--- src/rtl/sdbuf_pkg.sv ---
// Shared requester IDs, defaults and the read-return tag for the sector-buffer arbiter.
package sdbuf_pkg;

  typedef enum logic {
    REQ_R0 = 1'b0,
    REQ_R1 = 1'b1
  } req_id_e;

  localparam int MAX_BURST_DEFAULT = 16;

  typedef struct packed {
    logic    valid;
    req_id_e id;
  } rd_tag_t;

  function automatic req_id_e other_req(input req_id_e id);
    return (id == REQ_R0) ? REQ_R1 : REQ_R0;
  endfunction

endpackage

--- src/rtl/sdbuf_port_arbiter_if.sv ---
// Requester handshakes plus the RAM port A bundle seen by the arbiter.
interface sdbuf_port_arbiter_if #(
  parameter int DATAWIDTH = 8,
  parameter int ADDRWIDTH = 9
);

  logic                 r0_req;
  logic                 r0_we;
  logic [ADDRWIDTH-1:0] r0_addr;
  logic [DATAWIDTH-1:0] r0_wdata;
  logic                 r0_lock;
  logic                 r0_ack;
  logic                 r0_rvalid;
  logic [DATAWIDTH-1:0] r0_rdata;

  logic                 r1_req;
  logic                 r1_we;
  logic [ADDRWIDTH-1:0] r1_addr;
  logic [DATAWIDTH-1:0] r1_wdata;
  logic                 r1_lock;
  logic                 r1_ack;
  logic                 r1_rvalid;
  logic [DATAWIDTH-1:0] r1_rdata;

  logic [ADDRWIDTH-1:0] ram_address;
  logic [DATAWIDTH-1:0] ram_data;
  logic                 ram_wren;
  logic [DATAWIDTH-1:0] ram_q;

  modport slave (
    input  r0_req, r0_we, r0_addr, r0_wdata, r0_lock,
    input  r1_req, r1_we, r1_addr, r1_wdata, r1_lock,
    output r0_ack, r0_rvalid, r0_rdata,
    output r1_ack, r1_rvalid, r1_rdata,
    output ram_address, ram_data, ram_wren,
    input  ram_q
  );

  modport master (
    output r0_req, r0_we, r0_addr, r0_wdata, r0_lock,
    output r1_req, r1_we, r1_addr, r1_wdata, r1_lock,
    input  r0_ack, r0_rvalid, r0_rdata,
    input  r1_ack, r1_rvalid, r1_rdata,
    input  ram_address, ram_data, ram_wren,
    output ram_q
  );

endinterface

--- src/rtl/sdbuf_rr_pick.sv ---
// Combinational grant pick: single requester wins outright, otherwise lock-with-burst-cap
// keeps the last winner, and plain contention alternates.
module sdbuf_rr_pick
  import sdbuf_pkg::*;
(
  input  logic    req0,
  input  logic    req1,
  input  logic    lock0,
  input  logic    lock1,
  input  req_id_e last_id,
  input  logic    burst_full,
  output logic    gnt0,
  output logic    gnt1
);

  logic    last_lock_s;
  req_id_e pick_s;

  // grant selection
  always_comb begin
    gnt0        = 1'b0;
    gnt1        = 1'b0;
    last_lock_s = (last_id == REQ_R0) ? lock0 : lock1;
    pick_s      = other_req(last_id);
    case ({req1, req0})
      2'b01: gnt0 = 1'b1;
      2'b10: gnt1 = 1'b1;
      2'b11: begin
        if (last_lock_s && !burst_full) begin
          pick_s = last_id;
        end else begin
          pick_s = other_req(last_id);
        end
        gnt0 = (pick_s == REQ_R0);
        gnt1 = (pick_s == REQ_R1);
      end
      default: begin
        gnt0 = 1'b0;
        gnt1 = 1'b0;
      end
    endcase
  end

endmodule

--- src/rtl/sdbuf_port_arbiter.sv ---
// Two-requester arbiter onto RAM port A: registered RAM drive, two-stage read-return
// pipeline and lock bursts capped at MAX_BURST while the other side waits.
module sdbuf_port_arbiter
  import sdbuf_pkg::*;
#(
  parameter int DATAWIDTH = 8,
  parameter int ADDRWIDTH = 9,
  parameter int MAX_BURST = MAX_BURST_DEFAULT
) (
  input logic                 clock,
  input logic                 reset,
  sdbuf_port_arbiter_if.slave bus
);

  localparam int              CNTW      = $clog2(MAX_BURST + 1);
  localparam logic [CNTW-1:0] BURST_MAX = CNTW'(MAX_BURST);
  localparam logic [CNTW-1:0] BURST_ONE = CNTW'(1);

  req_id_e              last_q, last_d;
  logic [CNTW-1:0]      burst_q, burst_d;
  logic [ADDRWIDTH-1:0] addr_q, addr_d;
  logic [DATAWIDTH-1:0] data_q, data_d;
  logic                 wren_q, wren_d;
  rd_tag_t              rd_tag_q, rd_tag_d;
  logic                 rvalid0_q, rvalid0_d;
  logic                 rvalid1_q, rvalid1_d;

  logic    gnt0_s, gnt1_s, ack0_s, ack1_s, burst_full_s, sel_we_s;
  req_id_e acc_id_s;

  assign burst_full_s = (burst_q == BURST_MAX);

  sdbuf_rr_pick u_pick (
    .req0       (bus.r0_req),
    .req1       (bus.r1_req),
    .lock0      (bus.r0_lock),
    .lock1      (bus.r1_lock),
    .last_id    (last_q),
    .burst_full (burst_full_s),
    .gnt0       (gnt0_s),
    .gnt1       (gnt1_s)
  );

  // reset gates the grant so no transfer can slip through a reset edge
  assign ack0_s = gnt0_s & ~reset;
  assign ack1_s = gnt1_s & ~reset;

  assign bus.r0_ack      = ack0_s;
  assign bus.r1_ack      = ack1_s;
  assign bus.r0_rvalid   = rvalid0_q;
  assign bus.r1_rvalid   = rvalid1_q;
  assign bus.r0_rdata    = bus.ram_q;
  assign bus.r1_rdata    = bus.ram_q;
  assign bus.ram_address = addr_q;
  assign bus.ram_data    = data_q;
  assign bus.ram_wren    = wren_q;

  // next-state: capture the accepted request and advance the burst counter
  always_comb begin
    last_d    = last_q;
    burst_d   = burst_q;
    addr_d    = addr_q;
    data_d    = data_q;
    wren_d    = 1'b0;
    rd_tag_d  = '{valid: 1'b0, id: REQ_R0};
    acc_id_s  = ack1_s ? REQ_R1 : REQ_R0;
    sel_we_s  = ack1_s ? bus.r1_we : bus.r0_we;
    if (ack0_s || ack1_s) begin
      last_d = acc_id_s;
      if (acc_id_s != last_q) begin
        burst_d = BURST_ONE;
      end else if (!burst_full_s) begin
        burst_d = burst_q + BURST_ONE;
      end else begin
        burst_d = burst_q;
      end
      addr_d   = ack1_s ? bus.r1_addr : bus.r0_addr;
      data_d   = ack1_s ? bus.r1_wdata : bus.r0_wdata;
      wren_d   = sel_we_s;
      rd_tag_d = '{valid: ~sel_we_s, id: acc_id_s};
    end else begin
      wren_d = 1'b0;
    end
    // second stage lines up with the RAM's registered q
    rvalid0_d = rd_tag_q.valid && (rd_tag_q.id == REQ_R0);
    rvalid1_d = rd_tag_q.valid && (rd_tag_q.id == REQ_R1);
  end

  // state registers
  always_ff @(posedge clock) begin
    if (reset) begin
      last_q    <= REQ_R1;
      burst_q   <= '0;
      addr_q    <= '0;
      data_q    <= '0;
      wren_q    <= 1'b0;
      rd_tag_q  <= '{valid: 1'b0, id: REQ_R0};
      rvalid0_q <= 1'b0;
      rvalid1_q <= 1'b0;
    end else begin
      last_q    <= last_d;
      burst_q   <= burst_d;
      addr_q    <= addr_d;
      data_q    <= data_d;
      wren_q    <= wren_d;
      rd_tag_q  <= rd_tag_d;
      rvalid0_q <= rvalid0_d;
      rvalid1_q <= rvalid1_d;
    end
  end

endmodule

--- src/flat_wrapper.sv ---
// flat-port wrapper written by rule: the top's interface ports become plain ports
module sdbuf_port_arbiter_flat import sdbuf_pkg::*;
#(
  parameter int DATAWIDTH = 8,
  parameter int ADDRWIDTH = 9,
  parameter int MAX_BURST = MAX_BURST_DEFAULT
)
  (clock, reset, bus_r0_req, bus_r0_we, bus_r0_addr, bus_r0_wdata, bus_r0_lock, bus_r1_req, bus_r1_we, bus_r1_addr, bus_r1_wdata, bus_r1_lock, bus_r0_ack, bus_r0_rvalid, bus_r0_rdata, bus_r1_ack, bus_r1_rvalid, bus_r1_rdata, bus_ram_address, bus_ram_data, bus_ram_wren, bus_ram_q);
  sdbuf_port_arbiter_if #(.DATAWIDTH(DATAWIDTH), .ADDRWIDTH(ADDRWIDTH)) bus_i ();
  input logic clock;
  input logic reset;
  input wire logic [$bits(bus_i.r0_req)-1:0] bus_r0_req;
  input wire logic [$bits(bus_i.r0_we)-1:0] bus_r0_we;
  input wire logic [$bits(bus_i.r0_addr)-1:0] bus_r0_addr;
  input wire logic [$bits(bus_i.r0_wdata)-1:0] bus_r0_wdata;
  input wire logic [$bits(bus_i.r0_lock)-1:0] bus_r0_lock;
  input wire logic [$bits(bus_i.r1_req)-1:0] bus_r1_req;
  input wire logic [$bits(bus_i.r1_we)-1:0] bus_r1_we;
  input wire logic [$bits(bus_i.r1_addr)-1:0] bus_r1_addr;
  input wire logic [$bits(bus_i.r1_wdata)-1:0] bus_r1_wdata;
  input wire logic [$bits(bus_i.r1_lock)-1:0] bus_r1_lock;
  output wire logic [$bits(bus_i.r0_ack)-1:0] bus_r0_ack;
  output wire logic [$bits(bus_i.r0_rvalid)-1:0] bus_r0_rvalid;
  output wire logic [$bits(bus_i.r0_rdata)-1:0] bus_r0_rdata;
  output wire logic [$bits(bus_i.r1_ack)-1:0] bus_r1_ack;
  output wire logic [$bits(bus_i.r1_rvalid)-1:0] bus_r1_rvalid;
  output wire logic [$bits(bus_i.r1_rdata)-1:0] bus_r1_rdata;
  output wire logic [$bits(bus_i.ram_address)-1:0] bus_ram_address;
  output wire logic [$bits(bus_i.ram_data)-1:0] bus_ram_data;
  output wire logic [$bits(bus_i.ram_wren)-1:0] bus_ram_wren;
  input wire logic [$bits(bus_i.ram_q)-1:0] bus_ram_q;
  assign bus_i.r0_req = bus_r0_req;
  assign bus_i.r0_we = bus_r0_we;
  assign bus_i.r0_addr = bus_r0_addr;
  assign bus_i.r0_wdata = bus_r0_wdata;
  assign bus_i.r0_lock = bus_r0_lock;
  assign bus_i.r1_req = bus_r1_req;
  assign bus_i.r1_we = bus_r1_we;
  assign bus_i.r1_addr = bus_r1_addr;
  assign bus_i.r1_wdata = bus_r1_wdata;
  assign bus_i.r1_lock = bus_r1_lock;
  assign bus_r0_ack = bus_i.r0_ack;
  assign bus_r0_rvalid = bus_i.r0_rvalid;
  assign bus_r0_rdata = bus_i.r0_rdata;
  assign bus_r1_ack = bus_i.r1_ack;
  assign bus_r1_rvalid = bus_i.r1_rvalid;
  assign bus_r1_rdata = bus_i.r1_rdata;
  assign bus_ram_address = bus_i.ram_address;
  assign bus_ram_data = bus_i.ram_data;
  assign bus_ram_wren = bus_i.ram_wren;
  assign bus_i.ram_q = bus_ram_q;
  sdbuf_port_arbiter #(.DATAWIDTH(DATAWIDTH), .ADDRWIDTH(ADDRWIDTH), .MAX_BURST(MAX_BURST)) u_core (.clock(clock), .reset(reset), .bus(bus_i));
endmodule
--- config.mk ---
export PLATFORM = sky130hd
export DESIGN_NAME = sdbuf_port_arbiter_flat
export DESIGN_NICKNAME = d
export VERILOG_FILES = /design/src/rtl/sdbuf_pkg.sv /design/src/rtl/sdbuf_port_arbiter_if.sv /design/src/rtl/sdbuf_rr_pick.sv /design/src/rtl/sdbuf_port_arbiter.sv /design/src/flat_wrapper.sv
export SDC_FILE = /design/constraint.sdc
export NUM_CORES = 1
export LEC_CHECK = 0
export ABC_CLOCK_PERIOD_IN_PS = 2800
export BUFFER_PORTS_ARGS = -buffer_cell sky130_fd_sc_hd__buf_2
export CAP_MARGIN = 15
export CORE_MARGIN = 1
export CORE_UTILIZATION = 30
export CTS_CLUSTER_SIZE = 40
export DETAILED_ROUTE_END_ITERATION = 6
export PLACE_DENSITY = 0.64
export SETUP_SLACK_MARGIN = 0.15
export SLEW_MARGIN = 25
export SYNTH_ARGS = -nofsm -noshare
export SYNTH_HDL_FRONTEND = slang
export SYNTH_HIERARCHICAL = 1
export SYNTH_SLANG_ARGS = --single-unit
--- constraint.sdc ---
create_clock -name clock -period 2.8 [get_ports clock]
set_input_delay 0.56 -clock clock [delete_from_list [all_inputs] [get_ports clock]]
set_output_delay 0.56 -clock clock [all_outputs]
set_load 0.005 [all_outputs]
==> impl_metrics.csv <==
group,metric,value,unit
hold_path,min-delay-start,"u_core/rd_tag_q[0]",
clock_tree,clock-sinks,28,
routing,ant_nets,0,
run,cap_violations,0,
sta,skew,0.00617,ns
layout,layout_common_cells,"63 x buf_2, 39 x nor2_1, 27 x dfxtp_1",
sta,fmax,0.392,GHz
routing,drc,0,
yosys,synthFlopType,"dfxtp_1",
sta,grt_setup_unrepaired,"no",
clock_tree,cts-htree-levels,1,
sta,fin_crit,2.55,ns
setup_path,cp_max_fo,5,
sta,slew_headroom,64.9,%
grt,antenna_found_initial,0,
setup_path,path_cells,"inv_1, ha_2, nand4bb_4, inv_2, and4bb_1, a311oi_4, nor2b_4, buf_2",
run_status,status,"finished, final reports clean",
clock_tree,path_clk_slew,0.10,ns
placed_design,globalplace.congestion,0.854,
yosys,netlist_area,1530,sq um
placed_design,dp.final_hpwl,2330,um
yosys,yosys.cell_types.count,34,
routing,viasPerCell,4.43,
setup_path,cp_top_family,"simple AND/OR/NAND/NOR gates",
yosys,synth_fp_nets,233,
clock_tree,cts_tree,"built",
grt,grt_pass1_wl,5240,um
sta,finalSetupViolCount,0,
yosys,syn_avg_cell_area,8.43,sq um
placed_design,numPlacedInstances,289,
yosys,synthArstFlopShare,0,%
floorplan,placeableCoreArea,4820,sq um
sta,final_hold_viol_count,0,
floorplan,row_count,25,
setup_path,crit_start,"u_core/burst_q[0]",
floorplan,die_y,73.3,um
routing,first_pass_iters,4,
hold_path,min_path_type,"register to register",
setup_path,crit_type,"register to output pin",
clock_tree,cts_buffers,3,
sta,fin_tns_setup,0,ns
grt,grt_max_degree,29,
setup_path,start_kind,"register",
placed_design,io_buffers,63,
floorplan,io_pins,88,
grt,grt_overflow,0,
routing,wl_per_cell,11.1,um
yosys,synthCells,181,
setup_path,cp_num_buf_inv,3,
layout,drive_above_1_share,38.0,%
yosys,synth_edf_count,0,
floorplan,die_x,73.3,um
sta,slew_viol_final,0,
grt,grt_pass1_vias,1211,
clock_tree,cts_max_path_buffers,2,
sta,worstMarginPinSlew,0.527,ns
power_and_ir_drop,pwr_density_cell,503,nW/um^2
power_and_ir_drop,power_leakage,0.000919,uW
setup_path,worstPathArrival,1.99,ns
layout,final_common_cell,"buf_2",
setup_path,slowest_stage,"dfxtp_1",
layout,antenna_cells,0,
floorplan,dieArea,5370,sq um
yosys,ys_seq_elements,28,
setup_path,cp.required,2.24,ns
routing,drtIter0Drc,21,
layout,fin_cells,296,
yosys,yosysSeqAreaShare,36.8,%
routing,wl,3300,um
yosys,yosysWarnings,6,
layout,area_delta_synth_final,26.3,%
floorplan,start_util,31.7,%
clock_tree,insertion_delay,0.28,ns
routing,vias,1310,
setup_path,endpoint_kind,"output pin",
grt,grt_usage,12.5,%
clock_tree,root_buffer,"clkbuf_8",
power_and_ir_drop,vdd_ir_drop_max,0.000286,V
layout,nFillCells,497,
setup_path,reg2reg_from,"u_core/burst_q[0]",
layout,fin_nets,282,
setup_path,critPathMaxStageDelay,0.36,ns
sta,fin_crit_sh,91.2,%
[through the flow]
step                utilization (%)  hold slack [ns]  instance area, sq um  power, uW  setup WS, ns
CTS                            39.0            0.422                  1880        974         0.150
finish                         40.0            0.417                  1930        969         0.246
global route                   40.0            0.463                  1930       1020         0.123
global placement               37.3            0.404                  1800        646         0.385
floorplan                         -            0.389                  1530        593         0.387
detailed placement             37.3            0.406                  1800        649         0.319
[final timing paths]
| path | endpoint | depth (start not counted) | slack, ns |
|---|---|---|---|
| max | bus_r1_ack | 8 | 0.25 |
| min | u_core/bus.r0_rvalid | 1 | 0.42 |
| max reg2reg | u_core/burst_q[3] | 11 | 0.36 |
| min reg2reg | u_core/bus.r0_rvalid | 1 | 0.42 |
[metal layers]
layer	wire length (um)	vias to the layer above	track usage (%)
li1	-	684	-
met1	1530	578	15.0
met2	1530	42	21.5
met3	205	6	3.70
met4	32	0	3.63
met5	0	-	0
[synth_stat cells (2+ instances only)]
| cell type | number | area [sq um] |
|---|---|---|
| a22o_1 | 2 | 17.5 |
| o21ai_0 | 3 | 15.0 |
| xnor2_1 | 2 | 17.5 |
| a211oi_1 | 2 | 15.0 |
| nor2b_1 | 5 | 31.3 |
| nor3b_1 | 2 | 15.0 |
| nor2_1 | 39 | 146 |
| ha_1 | 2 | 25.0 |
| a21oi_1 | 20 | 100 |
| o32ai_2 | 2 | 32.5 |
| inv_1 | 10 | 37.5 |
| mux2i_1 | 17 | 170 |
| or2b_1 | 2 | 15.0 |
| buf_4 | 18 | 135 |
| buf_2 | 7 | 35.0 |
| nand3_1 | 3 | 15.0 |
| dfxtp_1 | 28 | 561 |
[power by group]
group,total (uW),leakage (uW),internal (uW),switching (uW)
clock,321,0.0000357,192,129
combinational,204,0.000653,104,99.8
sequential,444,0.000231,426,17.9
total,969,0.000919,722,247
[repair_timing]
item                                    4_1_cts  5_1_grt
setup buffers                                 1        2
resized for setup                             0        7
hold buffers                                  0        0
endpoints found under the setup margin        1        2
cloned                                        0        0
pin swaps                                     1        0
[layout make-up]
class | count | area, sq um | share of cell area (%)
clock buffers | 3 | 41.3 | 2.14
well taps | 67 | 83.8 | 4.35
repair buffers | 72 | 383 | 19.9
flip-flops and latches | 28 | 562 | 29.2
multi-input cells | 115 | 788 | 40.9
inverters | 10 | 37.5 | 1.95
clock inverters | 1 | 30.0 | 1.56
[worst reg2reg max path, cell delays in order, from the launching register on]
cell	delay, ns
dfxtp_1	0.36
inv_1	0.07
ha_2	0.20
nand4bb_4	0.16
inv_2	0.11
and4bb_1	0.24
a311oi_4	0.28
buf_4	0.18
and2_1	0.12
o21ai_1	0.12
or2_4	0.27
o32ai_2	0.24
[sequential cells by signal, indices dropped and copies added, names as in the netlist]
| name | cells |
|---|---|
| u_core/burst_q | 5 |
| u_core/bus.ram_address | 9 |
| u_core/bus.ram_wren | 1 |
| u_core/bus.ram_data | 8 |
| u_core/bus.r0_rvalid | 1 |
| u_core/rd_tag_q | 2 |
| u_core/last_q | 1 |
| u_core/bus.r1_rvalid | 1 |
[logic make-up (layout without fill, tap and decap cells)]
group,Yosys count,count (layout),share of synthesized area [%]
xor+xnor,2,2,1.15
simple gates,60,60,20.1
compound gates,34,34,14.4
mux,17,17,11.2
flops,28,28,36.8
buf+inv,38,86,14.8
fa+ha+maj,2,2,1.64
Note: power is estimated with default switching activity, not from simulation.
